--- config.mk ---
export PLATFORM = sky130hd
export DESIGN_NAME = term_config_chain_writer
export DESIGN_NICKNAME = d
export VERILOG_FILES = /design/src/rtl/term_config_chain_writer.sv
export SDC_FILE = /design/constraint.sdc
export NUM_CORES = 1
export LEC_CHECK = 0
export ABC_AREA = 1
export CORE_MARGIN = 1
export CORE_UTILIZATION = 45
export CTS_CLUSTER_DIAMETER = 40
export DETAILED_ROUTE_END_ITERATION = 7
export DONT_BUFFER_PORTS = 1
export GPL_TIMING_DRIVEN = 0
export MAX_ROUTING_LAYER = met4
export PLACE_DENSITY = 0.65
export SYNTH_ARGS = -nofsm -noshare
export SYNTH_HDL_FRONTEND = slang
export SYNTH_SLANG_ARGS = --single-unit
--- constraint.sdc ---
create_clock -name CLK -period 1.84 [get_ports CLK]
set_input_delay 0.368 -clock CLK [delete_from_list [all_inputs] [get_ports CLK]]
set_output_delay 0.368 -clock CLK [all_outputs]
set_load 0.02 [all_outputs]
--- src/rtl/term_config_chain_writer.sv ---
// term_config_chain_writer: loads parallel words and shifts them LSB-first into a tile config chain, pads to even, then latches
module term_config_chain_writer #(
  parameter int NoConfigBits = 32,
  parameter int WORD_WIDTH   = 32
) (
  input  logic                  CLK,
  input  logic                  reset,
  input  logic                  start,
  input  logic [WORD_WIDTH-1:0] word_data,
  input  logic                  word_valid,
  output logic                  word_ready,
  output logic                  ConfigDataOut,
  output logic                  ConfigShiftEn,
  output logic                  ConfigLatch,
  output logic                  busy,
  output logic                  done,
  output logic [15:0]           bits_sent
);
  localparam int CW = $clog2(WORD_WIDTH + 1);
  localparam logic [15:0]   LAST  = 16'(NoConfigBits);
  localparam logic [CW-1:0] WLAST = CW'(WORD_WIDTH);
  localparam bit ODD  = (NoConfigBits % 2) == 1;
  localparam bit NONE = NoConfigBits == 0;
  typedef enum logic [2:0] {IDLE, LOAD, SHIFT, PAD, LATCH, FIN} state_t;
  state_t state_q, state_d;
  logic [WORD_WIDTH-1:0] shreg_q, shreg_d;
  logic [CW-1:0] cnt_q, cnt_d;
  logic [15:0] bits_q, bits_d;
  logic rdy_q, rdy_d, sdo_q, sdo_d, sen_q, sen_d, lat_q, lat_d, busy_q, busy_d, done_q, done_d;
  always_comb begin
    state_d = state_q;
    shreg_d = shreg_q;
    cnt_d   = cnt_q;
    bits_d  = bits_q;
    case (state_q)
      IDLE: if (start) begin
        bits_d  = '0;
        state_d = NONE ? FIN : LOAD;
      end
      LOAD: if (word_valid) begin
        shreg_d = word_data;
        cnt_d   = '0;
        state_d = SHIFT;
      end
      SHIFT: begin
        shreg_d = shreg_q >> 1;
        cnt_d   = cnt_q + 1'b1;
        bits_d  = bits_q + 1'b1;
        state_d = (bits_d == LAST) ? (ODD ? PAD : LATCH) : (cnt_d == WLAST) ? LOAD : SHIFT;
      end
      PAD: begin
        bits_d  = bits_q + 1'b1;
        state_d = LATCH;
      end
      LATCH:   state_d = FIN;
      FIN:     state_d = IDLE;
      default: state_d = IDLE;
    endcase
    // outputs are registered from the next state so they line up with state_q
    rdy_d  = state_d == LOAD;
    sen_d  = state_d == SHIFT || state_d == PAD;
    sdo_d  = state_d == SHIFT && shreg_d[0];
    lat_d  = state_d == LATCH;
    busy_d = state_d == LOAD || state_d == SHIFT || state_d == PAD || state_d == LATCH;
    done_d = state_d == FIN;
  end
  always_ff @(posedge CLK) begin
    if (reset) begin
      state_q <= IDLE;
      shreg_q <= '0;
      cnt_q   <= '0;
      bits_q  <= '0;
      rdy_q   <= 1'b0;
      sdo_q   <= 1'b0;
      sen_q   <= 1'b0;
      lat_q   <= 1'b0;
      busy_q  <= 1'b0;
      done_q  <= 1'b0;
    end else begin
      state_q <= state_d;
      shreg_q <= shreg_d;
      cnt_q   <= cnt_d;
      bits_q  <= bits_d;
      rdy_q   <= rdy_d;
      sdo_q   <= sdo_d;
      sen_q   <= sen_d;
      lat_q   <= lat_d;
      busy_q  <= busy_d;
      done_q  <= done_d;
    end
  end
  assign word_ready    = rdy_q;
  assign ConfigDataOut = sdo_q;
  assign ConfigShiftEn = sen_q;
  assign ConfigLatch   = lat_q;
  assign busy          = busy_q;
  assign done          = done_q;
  assign bits_sent     = bits_q;
endmodule

==> metrics.csv <==
metric,value,unit
path_cells,ha_4 > nand3_4 > nor2_4 > nand4_1 > nand2_1 > nand2_1 > nor2_2 > nand3_2 > nand2_2 > nand2_2 > nand2_4 > buf_6 > nor3_2,
synth_cells,444,
ioPinCount,58,
cp.arrival,2.20,ns
leakage,0.00124,uW
p_int,2100,uW
cts_hold_buf,0,
sw_frac_of_total,25.6,%
fin_ws,-0.141,ns
grt_use_total,22.0,%
synth_nets,482,
grt_pass1_wl,12000,um
synthTopCellsByArea,"dfxtp_1 42%, nand2_1 23%, a31oi_1 6.3%, a21oi_1 4.2%, nand3_1 3.8%",
start_kind,flop,
drt_iter0_markers,126,
netlist_area,0.00300,mm^2
r2r_cells,13,
synth-seq-cells,63,
wl,6950,um
cp.required,2.06,ns
ant_nets,0,
finalCoreUtilization,53.5,%
num_rows,29,
min_from,word_data[31],
ys_seq_area_share,42.1,%
yosys.cell_types.count,28,
p_comb_share,8.6,%
peakVddDrop,794,uV
core,0.00639,mm^2
cts_buffers,9,
yosysTopAreaCellShare,42.1,%
cap_violations,0,
hold_viol,0,
yosysWarnings,0,
port_buffers,0,
place.gp.congestion,0.873,
clock-skew-final,0.00870,ns
timing.final.crit_period,1.98,ns
status,"complete, but fails checks",
initial_core_util,47.0,%
fin_crit_sh,108,%
drv_slew,0,
worstReg2RegEnd,word_ready,
diodes,0,
n_fill_cell,662,
drive_gt1_share,15.6,%
vias,2797,
slowest_stage,dfxtp_4,
worst-path-max-fanout,7,
endpoint_kind,flop,
design.die.area,0.00699,mm^2
die_y,83.6,um
grt_antenna_before_repair,0,
areaGrowthSynthToFinish,13.9,%
route.detailed.drc,0,
finalSetupViolCount,7,
wl_per_cell,12.9,um
register_area,0.00128,mm^2
seq_power_share,51.2,%
synth.largest_area_cell,dfxtp_1,
dp_hpwl,4920,um
grt_pass1_vias,2624,
die_w,83.6,um
clock_latency,0.34,ns
whs_path_depth,2,
reg2reg_from,bits_sent[1],
max-slew-margin-rel,64.8,%
cts.sinks,63,
cts_buffer_depth,2,
drt-vias-per-instance,5.18,
p_per_area,828,mW/mm^2
cts_tree,yes,
hold_end,shreg_q[31],
max_freq,0.505,GHz
final_common_cell,nand2_1,
syn_avg_cell_area,6.75,um^2
multi_input_area,0.00161,mm^2
cts-root-buf,clkbuf_8,
drtPass1Iterations,4,
grt_max_degree,11,
path_class,flop to flop,
hold_path.class,primary input to flop,
slowest_delay,0.42,ns
fin_tns_setup,-0.466,ns
p_sw,725,uW
nets,497,
cts_max_level,3,
rsz0062_at_grt,true,
failed_checks,negative setup slack,
cts.clk_slew.worst_paths,0.07,ns
dp_worst_setup_slack,-0.319,ns
final_cell_mix,"173 x nand2_1, 51 x dfxtp_1, 30 x inv_1, 30 x a31oi_1, 25 x a21oi_1",
grt_overflow_total,0,
tightest_slew,0.527,ns
reg2reg_slack,-0.14,ns
p_clk_share,40.1,%
power by group through the flow:
stage	Combinational, uW	Clock (uW)	Sequential, uW
CTS	229	1170	1450
detailed placement	226	0	1480
global placement	224	0	1480
global route	279	1230	1450
finish	244	1140	1450
floorplan	171	0	1470
Yosys cell counts:
cell      count
clkinv_1      1
nand4_1       8
nand2_1     181
nand3_1      23
inv_2         1
a31oi_1      30
nand3b_1      2
clkbuf_1      9
nand2_2       6
buf_2         9
o311a_1       1
or2_2         2
ha_1          2
a21oi_1      25
nor2_1       25
dfxtp_1      63
nor2_4        3
o21bai_1      1
nor2_2        2
xor2_1        3
nor3_1        4
buf_1         1
a22oi_1       1
a21oi_4       1
o21ai_0       7
o21ai_1       1
inv_1        30
nand3_2       2
worst max-delay path: cells and delay by family (launching register included):
family | cells | cell delay [ns]
AND/OR/NAND/NOR | 11 | 1.17
flip-flops | 1 | 0.42
adder cells (fa/ha/maj) | 1 | 0.17
buffers and inverters | 1 | 0.09
flip-flops by register name, indices dropped and copies added, names as in the netlist:
name and cells:
ConfigDataOut 1, ConfigLatch 1, ConfigShiftEn 1, bits_sent 16, busy 1, cnt_q 6, done 1, shreg_q 32
state_q 3, word_ready 1
worst max path at each step:
stage / start / to / depth (start not counted)
6_report: bits_sent[1] / word_ready / 13
5_1_grt: bits_sent[1] / busy / 14
4_1_cts: bits_sent[1] / busy / 14
3_5_place_dp: bits_sent[1] / busy / 14
3_3_place_gp: bits_sent[1] / busy / 14
2_1_floorplan: bits_sent[1] / busy / 14
through the flow:
step	hold slack [ns]	total power, uW	instance area [um^2]	cells
floorplan	0.440	1640	3000	444
global placement	0.452	1700	3100	521
detailed placement	0.458	1710	3100	521
CTS	0.155	2850	3350	538
global route	0.159	2960	3420	540
finish	0.168	2830	3420	540
cells by family (layout without fill, tap and decap cells):
family	count (synthesis)	in the layout	share of synthesized area (%)
adder cells (fa/ha/maj)	2	2	0.834
flip-flops	63	63	42.1
buffers and inverters	51	70	6.76
AO/OA/AOI/OAI	67	67	13.1
XOR/XNOR	3	3	0.876
AND/OR/NAND/NOR	258	258	36.3
layer usage:
metal	GRT usage [%]	share of wire, %	up-vias
met5	-	0	-
met4	7.70	1.5	0
met3	6.23	5.3	11
met2	37.0	48	61
met1	25.0	45	1254
li1	-	-	1471
repair_timing:
item | 4_1_cts | 5_1_grt
endpoints found under the setup margin | 18 | 50
buffers inserted | 2 | 2
pin swaps | 7 | 14
resized for setup | 20 | 19
hold endpoints to repair | 0 | 0
final cells by class:
class	count	share of cell area, %
tap	77	2.82
sequential	63	37.5
multi-input combinational	330	47.1
timing repair buffer	4	1.10
inverter	32	3.63
buffer	19	2.64
clock inverter	4	1.39
clock buffer	11	3.85
(Power assumes the default switching activity.)
